## src/rtl/sfifo_rr_sched.sv

```systemverilog
// Round-robin drain scheduler: grants one show-ahead FIFO at a time for up to
// BURST words and forwards its head word to a shared valid/ready sink.
module sfifo_rr_sched #(
    parameter int N     = 4,
    parameter int DW    = 8,
    parameter int BURST = 4,
    parameter int SW    = $clog2(N),
    parameter int CW    = $clog2(BURST + 1)
) (
    input  logic            clk,
    input  logic            reset,
    input  logic            en,
    input  logic [N-1:0]    f_empty,
    input  logic [N*DW-1:0] f_rd,
    output logic [N-1:0]    f_re,
    output logic            o_valid,
    input  logic            o_ready,
    output logic [DW-1:0]   o_data,
    output logic [SW-1:0]   o_src,
    output logic            o_last,
    output logic [N-1:0]    gnt,
    output logic            busy
);

    typedef enum logic {IDLE, XFER} state_t;

    state_t        state;
    logic [SW-1:0] ptr;
    logic [SW-1:0] sel;
    logic [CW-1:0] cnt;

    logic [SW-1:0] winner;
    logic          found;
    logic [SW-1:0] sel_inc;
    logic          beat;
    logic          at_limit;
    int            idx;

    // First non-empty FIFO at or after ptr, wrapping modulo N.
    // NOTE: always_comb uses blocking assignments and gives every output a
    // default first, so no latch is inferred when no requester is found.
    always_comb begin
        found  = 1'b0;
        winner = '0;
        idx    = 0;
        for (int k = 0; k < N; k++) begin
            idx = int'(ptr) + k;
            if (idx >= N) idx = idx - N;
            if (!found && !f_empty[idx]) begin
                found  = 1'b1;
                winner = SW'(idx);
            end
        end
    end

    // Explicit wrap keeps the rotation correct when N is not a power of two.
    assign sel_inc  = (sel == SW'(N - 1)) ? '0 : sel + 1'b1;
    assign at_limit = (cnt == CW'(BURST - 1));

    // Reset gates the handshake so no word is popped on the reset cycle.
    assign o_valid = (state == XFER) && !f_empty[sel] && !reset;
    assign beat    = o_valid && o_ready;
    assign f_re    = beat ? (N'(1) << sel) : '0;
    assign o_last  = o_valid && at_limit;
    assign o_data  = f_rd[sel*DW +: DW];
    assign o_src   = sel;

    // NOTE: sequential state uses non-blocking assignments only.
    always_ff @(posedge clk) begin
        if (reset) begin
            state <= IDLE;
            ptr   <= '0;
            sel   <= '0;
            cnt   <= '0;
            gnt   <= '0;
            busy  <= 1'b0;
        end else begin
            unique case (state)
                IDLE: begin
                    if (en && found) begin
                        sel   <= winner;
                        cnt   <= '0;
                        gnt   <= N'(1) << winner;
                        busy  <= 1'b1;
                        state <= XFER;
                    end
                end
                XFER: begin
                    if (beat) begin
                        cnt <= cnt + 1'b1;
                        if (at_limit) begin
                            state <= IDLE;
                            ptr   <= sel_inc;
                            gnt   <= '0;
                            busy  <= 1'b0;
                        end
                    end else if (f_empty[sel]) begin
                        state <= IDLE;
                        ptr   <= sel_inc;
                        gnt   <= '0;
                        busy  <= 1'b0;
                    end
                end
                default: state <= IDLE;
            endcase
        end
    end

endmodule

```

## config.mk

```make
export PLATFORM = sky130hd
export DESIGN_NAME = sfifo_rr_sched
export DESIGN_NICKNAME = d
export VERILOG_FILES = /design/src/rtl/sfifo_rr_sched.sv
export SDC_FILE = /design/constraint.sdc
export NUM_CORES = 1
export LEC_CHECK = 0
export ABC_CLOCK_PERIOD_IN_PS = 1580
export CORE_MARGIN = 2
export CORE_UTILIZATION = 33
export DETAILED_ROUTE_END_ITERATION = 8
export GPL_TIMING_DRIVEN = 0
export PLACE_DENSITY_LB_ADDON = 0.05
export SLEW_MARGIN = 20
export SYNTH_ARGS = -nofsm -noshare
export SYNTH_HDL_FRONTEND = slang
export SYNTH_SLANG_ARGS = --single-unit
```

## constraint.sdc

```tcl
create_clock -name clk -period 1.58 [get_ports clk]
set_input_delay 0.316 -clock clk [delete_from_list [all_inputs] [get_ports clk]]
set_output_delay 0.316 -clock clk [all_outputs]
set_load 0.1 [all_outputs]
```

==> flow_summary.toml, run 1 <==
[die]
dieHeight_um = 59.5
die_area_mm2 = 0.00353
ios = 61
start_util_pct = 34.1
num_rows = 20
core-area_mm2 = 0.00298
die_w_um = 59.5

[global_route]
grtUsageTotal_pct = 19.8
grt_max_degree = 11
first_global_vias = 1078
overflow = 0
grt_pass1_wl_mm = 5.33
antenna_found_initial = 0

[outcome]
status = "complete, but fails checks"
violations = "setup timing"

[setup_path]
reg2reg_from = "o_src[1]$_SDFFE_PP0P_"
critPathMaxStageDelay_ps = 380
timing.rr.end = "cnt[1]$_SDFFE_PP0P_"
cp_max_fo = 5
rrSetupSlack_ps = -200
arrival_ps = 1790
worst-setup-path-type = "flip-flop to output pin"
worst_setup_path_start_kind = "flip-flop"
path_cells = "mux2_4 -> o22ai_4 -> and3b_1 -> buf_6 -> and2_4 -> buf_12"
worstRegToRegCells = 7
crit_required_ps = 1260
cp_slowest_cell = "dfxtp_4"
end_kind = "output pin"

[timing]
finalCritPeriodShare_pct = 133
fmax_mhz = 474
fin_crit_ps = 2110
skew_ps = 3.72
rsz0062_at_grt = "true"
hold_viol = 0
setup_viol_count_final = 18
tightest_slew_ps = 546
maxSlewViolCount = 0
slew_headroom_pct = 63.8
finalWorstSetupSlack_ps = -529

[cts]
cts.sinks = 13
clkTransAtPathRegs_ps = 80
insertion_delay_ps = 280
cts_buffers = 3
cts_root_buf = "clkbuf_4"
cts-htree-levels = 1
tritoncts = "yes"
clockBufferDepth = 2

[yosys]
synth-seq-cells = 13
syn-num-nets = 147
syn-cell-area_mm2 = 0.00101
synth_edf_count = 0
yosysUniqueCellTypes = 36
synth_flop_cell = "dfxtp_1"
ys_seq_area_share_pct = 25.6
synthArstFlopShare_pct = 0
yosysWarnings = 0
synth.avg_cell_area_um2 = 10.0
syn_inst = 101

[layout]
diodes = 0
fillers = 247
syn_to_final_growth_pct = 100
stdcell_count = 214
drive_gt1_share_pct = 42.5
final_common_cell = "clkdlybuf4s50_1"
final_nets = 228
layout_common_cells = "clkdlybuf4s50_1, buf_12, buf_4"
finish.utilization_pct = 68.2

[hold_path]
min_path_cells = 1
hold-path-endpoint = "cnt[0]$_SDFFE_PP0P_"
hp-start = "cnt[0]$_SDFFE_PP0P_"
hp-class = "flip-flop to flip-flop"

[placed_design]
globalplace.congestion = 0.734
portBuffers = 60
placed_cells = 194
hpwlAfterDp_mm = 2.42

[run]
cap_violations = 0

[power]
p_seq_share_pct = 28.8
power.leakage_nw = 0.804
switching_share_pct = 40.7
p_sw_w = 0.000504
power_frac_clock_pct = 16.9
powerDensity_mw_per_mm2 = 609
pwr-share-comb_pct = 54.3
peakVddDrop_v = 0.000423
intPower_w = 0.000734

[detailed_routing]
route.met2.wl_mm = 1.58
drt_pass1_iterations = 4
drt_wl_total_mm = 3.31
vias_per_cell = 5.20
vias = 1112
dr.first_iter.drc_count = 44
drcViolationCount = 0
routedWlPerCell_um = 15.5
ant_nets = 0
highest_layer = "met4"
drt-met1-wl_mm = 1.48
wl_met3_um = 209
==> power groups by stage <==
| stage | logic [W] | registers [W] | clock network [W] |
|---|---|---|---|
| floorplan | 0.000319 | 0.000436 | 0 |
| global placement | 0.000571 | 0.000367 | 0 |
| detailed placement | 0.000578 | 0.000368 | 0 |
| CTS | 0.000635 | 0.000357 | 0.000214 |
| global route | 0.000702 | 0.000359 | 0.000226 |
| finish | 0.000672 | 0.000357 | 0.000210 |
==> synthesized netlist by cell type, drive strengths merged, types with 2 or more instances <==
library cell	count	area [um2]
dfxtp	13	260
mux4	9	203
inv	7	26.3
a21oi	6	30.0
ha	6	75.1
nand2	6	22.5
and2	5	31.3
and3b	4	36.3
buf	4	18.8
mux2i	4	40.0
mux2	3	33.8
nand2b	3	18.8
nand3b	3	22.5
nor2	3	11.3
o32ai	3	26.3
or3	3	20.0
a31oi	2	12.5
o21ai	2	10.0
o22ai	2	18.8
or2	2	12.5
==> stage by stage <==
stage                     area, um2  hold WS [ps]  setup WS [ps]  setup TNS [ps]  power (W)
after detailed placement       1720           473          -1730          -23340   0.000945
after global routing           2030           473           -626           -7350    0.00129
after floorplan                1080           444           -837           -5310   0.000754
final                          2030           447           -529           -6090    0.00124
after CTS                      1930           487           -548           -5500    0.00120
after global placement         1720           461          -1710          -22650   0.000939
==> worst max-delay path by stage <==
| stage | from | endpoint | slack, ps |
|---|---|---|---|
| detailed placement | f_empty[1] | f_re[2] | -1730 |
| finish | o_src[1]$_SDFFE_PP0P_ | f_re[1] | -530 |
| global route | o_src[1]$_SDFFE_PP0P_ | f_re[1] | -630 |
| floorplan | o_src[1]$_SDFFE_PP0P_ | o_last | -840 |
| CTS | o_src[1]$_SDFFE_PP0P_ | f_re[1] | -550 |
| global placement | f_empty[1] | f_re[2] | -1710 |
==> cell families after synthesis <==
logic type | count (synthesis) | share of synthesized area, %
and+or+nand+nor | 36 | 22.3
AOI/OAI and AO/OA | 18 | 12.6
muxes | 16 | 27.2
DFF | 13 | 25.6
buffers and inverters | 12 | 4.81
adders and majority gates | 6 | 7.40
==> what timing repair did <==
item,4_1_cts,5_1_grt
buffers inserted,10,7
resized for setup,149,26
hold buffers,0,0
pin swaps,4,5
setup endpoints to repair,30,22
endpoints found under the hold margin,0,0
==> registers in the layout, summed over array words and instances (netlist names) <==
signal,flops
gnt,4
ptr,2
o_src,2
state,1
busy,1
cnt,3
==> layout make-up <==
cell class | instances | area (um2) | area share, %
well taps | 33 | 41.3 | 2.03
flip-flops and latches | 13 | 270 | 13.3
inverters | 7 | 26.3 | 1.29
multi-input cells | 76 | 757 | 37.3
clock buffers | 4 | 26.3 | 1.29
plain buffers | 4 | 32.5 | 1.60
repair buffers | 77 | 878 | 43.2
==> worst max-delay path, delay by kind of cell, from the launching register on <==
family,cells,cell delay (ps)
AOI/OAI and AO/OA,1,180
DFF,1,380
and+or+nand+nor,2,350
buffers and inverters,2,270
muxes,1,320
==> layer usage <==
metal | GRT usage (%) | vias to the layer above
li1 | - | 539
met3 | 2.40 | 5
met1 | 27.6 | 525
met2 | 31.7 | 43
met4 | 5.84 | 0
met5 | 0 | -
(Power assumes the default switching activity.)
==> inputs of run 2 (changes only) <==
--- a/config.mk
+++ b/config.mk
@@ -9,8 +9,8 @@
 export CORE_MARGIN = 2
 export CORE_UTILIZATION = 33
 export DETAILED_ROUTE_END_ITERATION = 8
-export GPL_TIMING_DRIVEN = 0
 export PLACE_DENSITY_LB_ADDON = 0.05
+export SKIP_CTS_REPAIR_TIMING = 1
 export SLEW_MARGIN = 20
 export SYNTH_ARGS = -nofsm -noshare
 export SYNTH_HDL_FRONTEND = slang
==> run 2 against run 1 <==
Cell area grew 8.0%; critical path type unchanged; flip-flop and latch count is the same; sequential power grew 1%; combinational power grew 9.8%; global-route usage grew 0.49 points; non-clock buffer count grew 6; critical endpoint is now o_last; the run still ends with setup timing left; core utilization grew 5.5 points; clock power grew 2%.
==> flow_summary.toml, run 2 (synthesis gave the netlist of run 1 again) <==
[layout]
largest_reg_flops = 4
fin_area_mm2 = 0.00219
top_regs = "gnt: 4 flops, cnt: 3 flops"
drive_gt1_share_pct = 45.5
final_common_cell = "clkdlybuf4s50_1"
diodes = 0
largest_register = "gnt"
fillers = 220
final_nets = 234
syn_to_final_growth_pct = 116
layout_common_cells = "clkdlybuf4s50_1, buf_4, buf_12, mux4_2, dfxtp_1"

[setup_path]
end_kind = "output pin"
crit_required_ps = 1260
arrival_ps = 1770
worstRegToRegCells = 5
rrSetupSlack_ps = -120
cp_max_fo = 4
worst_setup_path_start_kind = "flip-flop"
worst-setup-path-type = "flip-flop to output pin"

[cts]
cts_root_buf = "clkbuf_4"
cts-htree-levels = 1
cts.sinks = 13
clkTransAtPathRegs_ps = 80
insertion_delay_ps = 280
cts_buffers = 3
clockBufferDepth = 2
tritoncts = "yes"

[die]
die_w_um = 59.5
num_rows = 20
start_util_pct = 34.1
dieHeight_um = 59.5
ios = 61
die_area_mm2 = 0.00353
core-area_mm2 = 0.00298

[detailed_routing]
vias = 1147
drt_pass1_iterations = 4
ant_nets = 0
drt_wl_total_mm = 3.50
vias_per_cell = 5.21
routedWlPerCell_um = 15.9
dr.first_iter.drc_count = 30
drcViolationCount = 0

[global_route]
grtUsageTotal_pct = 20.2
grt_pass1_wl_mm = 5.34
first_global_vias = 1095
overflow = 0
antenna_found_initial = 0
grt_max_degree = 13

[timing]
tns_ps = -5220
skew_ps = 1.10
finalCritPeriodShare_pct = 132
tightest_slew_ps = 362
fmax_mhz = 480
setup_viol_count_final = 16
rsz0062_at_grt = "true"
hold_viol = 0
finalWorstSetupSlack_ps = -504
slew_headroom_pct = 75.8
fin_crit_ps = 2080
maxSlewViolCount = 0

[run]
cap_violations = 0

[outcome]
violations = "setup timing"
status = "complete, but fails checks"

[power]
powerDensity_mw_per_mm2 = 599
power.leakage_nw = 0.898
peakVddDrop_v = 0.000407

[hold_path]
hp-class = "flip-flop to flip-flop"
min_path_cells = 1

[placed_design]
globalplace.congestion = 0.824
hpwlAfterDp_mm = 2.76
portBuffers = 60
place_ws_ps = -564
placed_area_mm2 = 0.00207
[run 2: changes by cell type in the layout (fill, tap and decap cells not counted), moves of 3 or more]
cell | previous run | this run
buf_6 | 9 | 3
dlymetal6s2s_1 | 0 | 4
buf_2 | 3 | 0
buf_4 | 10 | 22
buf_12 | 12 | 22
clkdlybuf4s15_2 | 5 | 0
[run 2: per-layer routing]
layer	vias up	routed length [um]	GRT usage (%)
met4	0	69	7.79
met5	-	0	0
met1	538	1500	26.5
met3	9	225	2.18
met2	49	1700	33.9
li1	551	-	-
[run 2: final timing paths]
kind	startpoint	end
max	o_src[1]$_SDFFE_PP0P_	o_last
min reg2reg	cnt[0]$_SDFFE_PP0P_	cnt[0]$_SDFFE_PP0P_
max reg2reg	o_src[1]$_SDFFE_PP0P_	cnt[1]$_SDFFE_PP0P_
min	cnt[0]$_SDFFE_PP0P_	cnt[0]$_SDFFE_PP0P_
[run 2: area by class of cell]
class / count / area [um2] / share of cell area (%)
tap: 33 / 41.3 / 1.88
clock buffer: 4 / 26.3 / 1.20
sequential: 13 / 272 / 12.4
inverter: 7 / 26.3 / 1.20
timing repair buffer: 87 / 1060 / 48.5
multi-input combinational: 76 / 764 / 34.8
[run 2: worst max-delay path, cell delays in order (launching register included)]
cell     delay [ps]
dfxtp_4         380
mux2_4          310
o22ai_4         200
buf_6           130
nor2b_4         140
and2_4          160
buf_12          170
[run 2: where the power goes]
part	total [W]	switching (W)	internal, W
combinational	0.000738	0.000388	0.000350
sequential	0.000361	0.0000182	0.000343
clock	0.000215	0.000117	0.0000981
total	0.00131	0.000523	0.000791
[run 2: per-stage QoR]
stage | util (%) | hold WS, ps | instances | total power, W
after CTS | 70.5 | 499 | 215 | 0.00130
after detailed placement | 69.6 | 484 | 211 | 0.00108
after global routing | 73.7 | 491 | 220 | 0.00137
after global placement | 69.6 | 461 | 211 | 0.00107
final | 73.7 | 448 | 220 | 0.00131
after floorplan | - | 444 | 101 | 0.000754
==> inputs of run 3 (changes only) <==
--- a/config.mk
+++ b/config.mk
@@ -6,6 +6,7 @@
 export NUM_CORES = 1
 export LEC_CHECK = 0
 export ABC_CLOCK_PERIOD_IN_PS = 1580
+export CORE_ASPECT_RATIO = 1.1
 export CORE_MARGIN = 2
 export CORE_UTILIZATION = 33
 export DETAILED_ROUTE_END_ITERATION = 8
==> run 3 against run 2 <==
The run still ends with setup timing left; hold slack gained 28 ps; first-iteration DRC count shrank 30%; non-clock buffer count grew 5; count of clock-buffer cells in the layout is the same; worst setup slack gained 2.8 ps; clock skew is essentially flat; global-route usage shrank 1.0 points; wire length grew 1.2%; via count is essentially flat; maximum frequency grew 0.13%; clock power is essentially flat.
==> flow_summary.toml, run 3 (synthesis gave the netlist of run 1 again) <==
[outcome]
status = "complete, but fails checks"
violations = "setup timing"

[power]
p_sw_w = 0.000535
power.leakage_nw = 0.946
powerDensity_mw_per_mm2 = 588
pwr-share-comb_pct = 57.3
switching_share_pct = 39.8
total_power_w = 0.00134
intPower_w = 0.000808
p_seq_share_pct = 26.9
peakVddDrop_v = 0.000633
power_frac_clock_pct = 15.8

[setup_path]
crit_required_ps = 1260
worst_setup_path_start_kind = "flip-flop"
timing.rr.end = "cnt[1]$_SDFFE_PP0P_"
worstRegToRegCells = 5
end_kind = "output pin"
cp_max_fo = 5
reg2reg_from = "o_src[1]$_SDFFE_PP0P_"
worst-setup-path-type = "flip-flop to output pin"
crit_end = "f_re[0]"
worstSetupStartpoint = "o_src[1]$_SDFFE_PP0P_"
rrSetupSlack_ps = -130
arrival_ps = 1760

[layout]
diodes = 0
seqCellArea_um2 = 273
largest_register = "gnt"
stdcell_count = 226
fillers = 207
top_regs = "gnt: 4 flops, cnt: 3 flops"
final_nets = 239
drive_gt1_share_pct = 48.4
syn_to_final_growth_pct = 125
multi_input_comb_area_um2 = 806
final_common_cell = "clkdlybuf4s50_1"
layout_common_cells = "clkdlybuf4s50_1, buf_4, buf_12, mux4_2, dfxtp_1"
largest_reg_flops = 4

[global_route]
first_global_vias = 1210
grt_pass1_wl_mm = 5.53
overflow = 0
antenna_found_initial = 0
grt_max_degree = 14
grtUsageTotal_pct = 19.2

[timing]
finalCritPeriodShare_pct = 132
setup_viol_count_final = 17
fmax_mhz = 481
finalWorstSetupSlack_ps = -501
hold_viol = 0
slew_headroom_pct = 76.2
rsz0062_at_grt = "true"
tightest_slew_ps = 357
maxSlewViolCount = 0
skew_ps = 1.50
fin_crit_ps = 2080

[cts]
insertion_delay_ps = 280
cts_root_buf = "clkbuf_4"
cts.sinks = 13
cts-htree-levels = 1
cts_buffers = 3
clockBufferDepth = 2
tritoncts = "yes"
clkTransAtPathRegs_ps = 80

[detailed_routing]
highest_layer = "met4"
vias = 1146
drcViolationCount = 0
ant_nets = 0
drt_wl_total_mm = 3.54
route.met2.wl_mm = 1.90
drt-met1-wl_mm = 1.47
routedWlPerCell_um = 15.7
vias_per_cell = 5.07
drt_pass1_iterations = 4
wl_met3_um = 137
dr.first_iter.drc_count = 21

[placed_design]
placed_cells = 219
hpwlAfterDp_mm = 2.74
globalplace.congestion = 0.794
portBuffers = 60

[die]
num_rows = 21
ios = 61
die_area_mm2 = 0.00354
start_util_pct = 33.9
core-area_mm2 = 0.00300
dieHeight_um = 62.2
die_w_um = 56.9

[hold_path]
hp-class = "flip-flop to flip-flop"
hp-start = "cnt[0]$_SDFFE_PP0P_"

[run]
cap_violations = 0
## run 3: layout make-up
| class | count | share of cell area, % |
|---|---|---|
| repair buffers | 92 | 48.6 |
| inverters | 7 | 1.15 |
| flip-flops and latches | 13 | 11.9 |
| multi-input cells | 76 | 35.3 |
| clock buffers | 4 | 1.15 |
| well taps | 34 | 1.86 |
## run 3: per-layer routing
layer,vias up,track usage (%)
met5,-,0
met4,0,4.94
met3,4,2.71
met2,29,35.5
li1,561,-
met1,552,23.0
## run 3: worst max-delay path: stages, from the launching register on
cell	delay, ps
dfxtp_4	370
mux2_4	310
o22ai_4	200
and3b_2	260
and2_4	170
buf_12	160
## run 3: stage by stage
| step | area, um2 | setup TNS [ps] | worst slack [ps] | util (%) | hold slack [ps] |
|---|---|---|---|---|---|
| after CTS | 2150 | -7590 | -601 | 71.8 | 481 |
| after floorplan | 1080 | -5310 | -837 | - | 444 |
| after global placement | 2130 | -9030 | -528 | 71.0 | 462 |
| after detailed placement | 2130 | -9780 | -584 | 71.0 | 469 |
| final | 2280 | -5470 | -501 | 76.2 | 475 |
| after global routing | 2280 | -6510 | -553 | 76.2 | 494 |
## run 3: how the worst min path moves through the flow
stage / cells past startpoint / end / slack (ps)
2_1_floorplan: 1 / cnt[0]$_SDFFE_PP0P_ / 440
3_3_place_gp: 1 / cnt[0]$_SDFFE_PP0P_ / 460
6_report: 1 / cnt[0]$_SDFFE_PP0P_ / 480
5_1_grt: 1 / cnt[0]$_SDFFE_PP0P_ / 490
4_1_cts: 1 / cnt[0]$_SDFFE_PP0P_ / 480
3_5_place_dp: 1 / cnt[0]$_SDFFE_PP0P_ / 470
## run 3: power by group through the flow
stage / Combinational (W) / Sequential, W / Clock (W)
5_1_grt: 0.000801 / 0.000364 / 0.000228
3_3_place_gp: 0.000724 / 0.000368 / 0
4_1_cts: 0.000734 / 0.000361 / 0.000222
3_5_place_dp: 0.000731 / 0.000369 / 0
2_1_floorplan: 0.000319 / 0.000436 / 0
6_report: 0.000770 / 0.000362 / 0.000212
